--- config.mk ---
export PLATFORM = sky130hd
export DESIGN_NAME = fetch_unit
export DESIGN_NICKNAME = d
export VERILOG_FILES = /design/src/rtl/fetch_unit.sv
export SDC_FILE = /design/constraint.sdc
export NUM_CORES = 1
export LEC_CHECK = 0
export BUFFER_PORTS_ARGS = -buffer_cell sky130_fd_sc_hd__buf_2
export CAP_MARGIN = 15
export CORE_UTILIZATION = 54
export CTS_CLUSTER_SIZE = 12
export DETAILED_ROUTE_END_ITERATION = 16
export HOLD_SLACK_MARGIN = 0.03
export PLACE_DENSITY = 0.87
export SYNTH_ARGS = -nofsm -noshare
export SYNTH_HDL_FRONTEND = slang
export SYNTH_SLANG_ARGS = --single-unit
--- constraint.sdc ---
create_clock -name clk -period 3.55 [get_ports clk]
set_input_delay 0.5325 -clock clk [delete_from_list [all_inputs] [get_ports clk]]
set_output_delay 0.5325 -clock clk [all_outputs]
set_load 0.02 [all_outputs]
--- src/rtl/fetch_unit.sv ---
// fetch_unit: owns the PC, fetches from a combinational instruction memory
// into a small prefetch FIFO, and hands instructions to decode (valid/ready).
// Optional halt-on-opcode support is enabled by defining FETCH_HALT_EN.
module fetch_unit #(
  parameter int              ADDR_W   = 16,
  parameter int              INSTR_W  = 16,
  parameter int              DEPTH    = 2,
  parameter logic [ADDR_W-1:0] RESET_PC = 16'h0000,
  parameter logic [3:0]      HALT_OP  = 4'hF
) (
  input  logic               clk,
  input  logic               rst,
  output logic [ADDR_W-1:0]  imem_addr,
  input  logic [INSTR_W-1:0] imem_data,
  input  logic               redirect_valid,
  input  logic [ADDR_W-1:0]  redirect_pc,
  output logic               out_valid,
  input  logic               out_ready,
  output logic [INSTR_W-1:0] out_instr,
  output logic [ADDR_W-1:0]  out_pc,
  output logic               halted
);

  localparam int PTR_W = (DEPTH > 1) ? $clog2(DEPTH) : 1;
  localparam int CNT_W = $clog2(DEPTH + 1);
  localparam logic [CNT_W-1:0] DEPTH_C = CNT_W'(DEPTH);

  logic [ADDR_W-1:0]  pc;
  logic [CNT_W-1:0]   count;
  logic [PTR_W-1:0]   rd_ptr;
  logic [PTR_W-1:0]   wr_ptr;
  logic [ADDR_W-1:0]  pc_mem    [DEPTH];
  logic [INSTR_W-1:0] instr_mem [DEPTH];
  logic               push;
  logic               pop;
  logic               halt_hit;

  // Memory address is the live PC; head entry is read straight from storage.
  assign imem_addr = pc;
  assign out_valid = (count != '0);
  assign out_instr = instr_mem[rd_ptr];
  assign out_pc    = pc_mem[rd_ptr];

  // Redirect wins over both sides; a full FIFO may still accept a push when
  // the head leaves in the same cycle.
  assign pop  = out_valid & out_ready & ~redirect_valid;
  assign push = ~redirect_valid & ~halted & ((count < DEPTH_C) | pop);

`ifdef FETCH_HALT_EN
  logic halted_q;

  assign halt_hit = push && (imem_data[INSTR_W-1 -: 4] == HALT_OP);
  assign halted   = halted_q;

  // Halt latches when the halt opcode is enqueued; only redirect or reset clear it.
  always_ff @(posedge clk) begin
    if (rst) begin
      halted_q <= 1'b0;
    end else if (redirect_valid) begin
      halted_q <= 1'b0;
    end else if (halt_hit) begin
      halted_q <= 1'b1;
    end
  end
`else
  assign halt_hit = 1'b0;
  assign halted   = 1'b0;
`endif

  // PC, FIFO storage, pointers and occupancy; redirect flushes everything.
  always_ff @(posedge clk) begin
    if (rst) begin
      pc     <= RESET_PC;
      count  <= '0;
      rd_ptr <= '0;
      wr_ptr <= '0;
      for (int i = 0; i < DEPTH; i++) begin
        pc_mem[i]    <= '0;
        instr_mem[i] <= '0;
      end
    end else if (redirect_valid) begin
      pc     <= redirect_pc;
      count  <= '0;
      rd_ptr <= '0;
      wr_ptr <= '0;
    end else begin
      if (push) begin
        pc_mem[wr_ptr]    <= pc;
        instr_mem[wr_ptr] <= imem_data;
        wr_ptr            <= wr_ptr + PTR_W'(1);
        // A halt instruction parks the PC on its own address.
        if (!halt_hit) begin
          pc <= pc + ADDR_W'(1);
        end
      end
      if (pop) begin
        rd_ptr <= rd_ptr + PTR_W'(1);
      end
      case ({push, pop})
        2'b10:   count <= count + CNT_W'(1);
        2'b01:   count <= count - CNT_W'(1);
        default: count <= count;
      endcase
    end
  end

endmodule

==> flow_summary.toml <==
[clock_network]
tritoncts_num_sinks = 85
clock_network_latency_to_the_later_pin_of_the_worst_skew_pair_ns = 0.36
tritoncts_buffer_count = 9
cts_max_path_buffers = 2
quantity_of_gates_resized_following_cts = 0
post-cts-setup-buffers = 0
cts-root-buf = "clkbuf_8"
cts.htree.levels = 3
clk_pin_slew_ns = 0.08
clock_tree_from_tritoncts = "yes"
cts_hold_repair.buffers = 0

[floorplan]
core_area_um2 = 6940
chipHeight_um = 87.8
design.portCount = 86
design.die.area_um2 = 7710
placementRows = 30
floorplan.initialDensity = 0.573
die_w_um = 87.8

[worst_setup_path]
start_kind = "primary input"
kind_of_critical_path = "primary input to flip-flop"
r2r_end = "imem_addr[10]"
r2r-start = "imem_addr[0]"
critical_path_peak_fanout = 32
critical_path.endpoint = "instr_mem[1][6]"
timing.reg2reg.setup_slack_ns = 1.69
worstPathRequired_ns = 3.54
worstSetupStartpoint = "redirect_valid"
worst_ep_arrival_time_ns = 2.24
crit_path_end_kind = "flip-flop"
timing.reg2reg.worst_path_depth = 5

[pwr]
ir_drop_mv = 0.225
p_per_area_nw_per_um2 = 470
netSwitchingFraction = 0.251
static-leakage-power_nw = 1.90
p_sw_mw = 0.556
power.clock.fraction = 0.351
internal_power_mw = 1.66
pwr-share-seq = 0.530
share_comb_of_total_power = 0.120

[finish]
final_net_count = 429
ant_diodes = 0
fin_cells = 492
final_cell_mix = "84 x buf_2, 64 x edfxtp_1, 60 x and2_1"
final_common_cell = "buf_2"
drive_above_1_share = 0.386
synthToLayoutAreaGrowth_pct = 18.3
fin_area_um2 = 4710

[global_routing]
grt_first_pass_wirelength_um = 12400
antenna_found_initial = 0
track_usage = 0.216
grt_pass1_vias = 2564
total_gr_overflow = 0
grt_start_max_net_pins = 33

[sta]
fmaxAchievable_mhz = 444
layout_setup_ws_ns = 1.30
timing.setup.tns_ns = 0
timing.final.crit_period_ns = 2.25
timing.final.crit_share = 0.634
setup_viol = 0
actual_slew_at_the_worst_max_slew_pin_ns = 0.986
fin_hold_ws_ns = 0.426
finalMaxSlewViolations = 0
grt_setup_unrepaired = "false"
slew-limit-headroom = 0.341
hold_violations = 0
clock_skew_ns = 0.00745

[route]
ant_nets = 0
routed_wire_length_per_instance_um = 16.0
first_pass_iters = 4
drc = 0
dr_total_vias = 2653
initialDrtViolationCount = 115
final_wl_um = 7880
average_via_count_per_standard_cell = 5.39

[synth]
post_synth_inst_count = 314
netlist.top_cell.by_area = "edfxtp_1"
synth_sequential_area_ratio = 0.589
synth_cell_type_count = 45
postSynthAreaPerCell_um2 = 12.7
synth_nets = 352
synth_edf_count = 64
yosys_warnings = 0
synth_ff_type = "edfxtp_1"
async_sr_flop_fraction = 0
synth_top_cells_by_area = "edfxtp_1 48%, dfxtp_1 11%, and2_1 9.4%, mux2_2 9.1%, xnor2_1 2.9%"
yosysTopAreaCellShare = 0.483
postSynthRegisterBits = 85
post_synth_instance_area_um2 = 3980

[place]
portbufs = 84
gp_congestion = 0.838
postPlaceCellArea_um2 = 4480
placement.setup.worst_slack_ns = 0.889
dp_hpwl_um = 5170
dp.cells = 476

[min_path]
hold_path_class = "primary input to flip-flop"

[status]
run_status = "complete, no violations"

[job]
max_cap_violations = 0
Yosys cell counts, types with 3 or more instances:
| master | number |
|---|---|
| a211oi_1 | 12 |
| a311oi_1 | 3 |
| xnor2_1 | 13 |
| buf_1 | 3 |
| nand2_1 | 8 |
| nor3_1 | 5 |
| a21oi_1 | 5 |
| nor2_1 | 15 |
| and2_1 | 60 |
| a2111oi_2 | 4 |
| mux2_2 | 32 |
| clkbuf_1 | 16 |
| dfxtp_1 | 21 |
| edfxtp_1 | 64 |
| inv_1 | 7 |
| nor4_1 | 5 |
| nand3_1 | 4 |
worst max-delay path, stage by stage:
cell,delay (ns)
buf_2,0.18
inv_2,0.37
o21ai_2,0.25
nor3b_2,0.23
or2_2,0.65
power groups by stage:
stage	sequential (mW)	combinational [mW]	clock [mW]
global route	1.18	0.286	0.824
detailed placement	1.19	0.265	0
floorplan	1.19	0.165	0
CTS	1.17	0.267	0.779
finish	1.17	0.265	0.776
global placement	1.19	0.259	0
cell families after synthesis:
kind of cell	Yosys count	share of synthesized area
other	1	0.000943
DFF	85	0.589
buffers and inverters	30	0.0299
AOI/OAI and AO/OA	35	0.0783
muxes	33	0.0931
xor gates and xnor gates	15	0.0330
adders and majority gates	2	0.00629
and+or+nand+nor	113	0.170
cell type report:
cell class,count,area [um2]
clock buffer,10,138
clock inverter,6,93.8
fill,513,2240
inverter,8,30.0
multi-input combinational,199,1530
sequential,85,2340
tap,96,120
timing repair buffer,88,450
per-stage QoR:
step           utilization  power [mW]
4_1_cts              0.678        2.22
5_1_grt              0.678        2.29
3_3_place_gp         0.645        1.45
2_1_floorplan            -        1.36
6_report             0.678        2.21
3_5_place_dp         0.645        1.46
worst min path at each step:
stage              startpoint      endpoint  depth (start not counted)
5_1_grt        redirect_pc[0]  imem_addr[0]                          3
4_1_cts        redirect_pc[0]  imem_addr[0]                          3
6_report       redirect_pc[0]  imem_addr[0]                          3
2_1_floorplan          rd_ptr     flip-flop                          2
3_3_place_gp           rd_ptr        rd_ptr                          2
3_5_place_dp           rd_ptr        rd_ptr                          2
registers in the layout (all words and copies together), names as in the netlist, named ones only:
| signal | count |
|---|---|
| instr_mem | 32 |
| rd_ptr | 1 |
| pc_mem | 32 |
| count | 2 |
| imem_addr | 16 |
| wr_ptr | 1 |
routing by layer:
layer  GRT usage  wire length (um)  vias up
met2       0.354              3810       88
li1            -                 -     1283
met5           0                 0        -
met4      0.0760                81        0
met3      0.0518               496        8
met1       0.281              3500     1274
(Power assumes the default switching activity.)
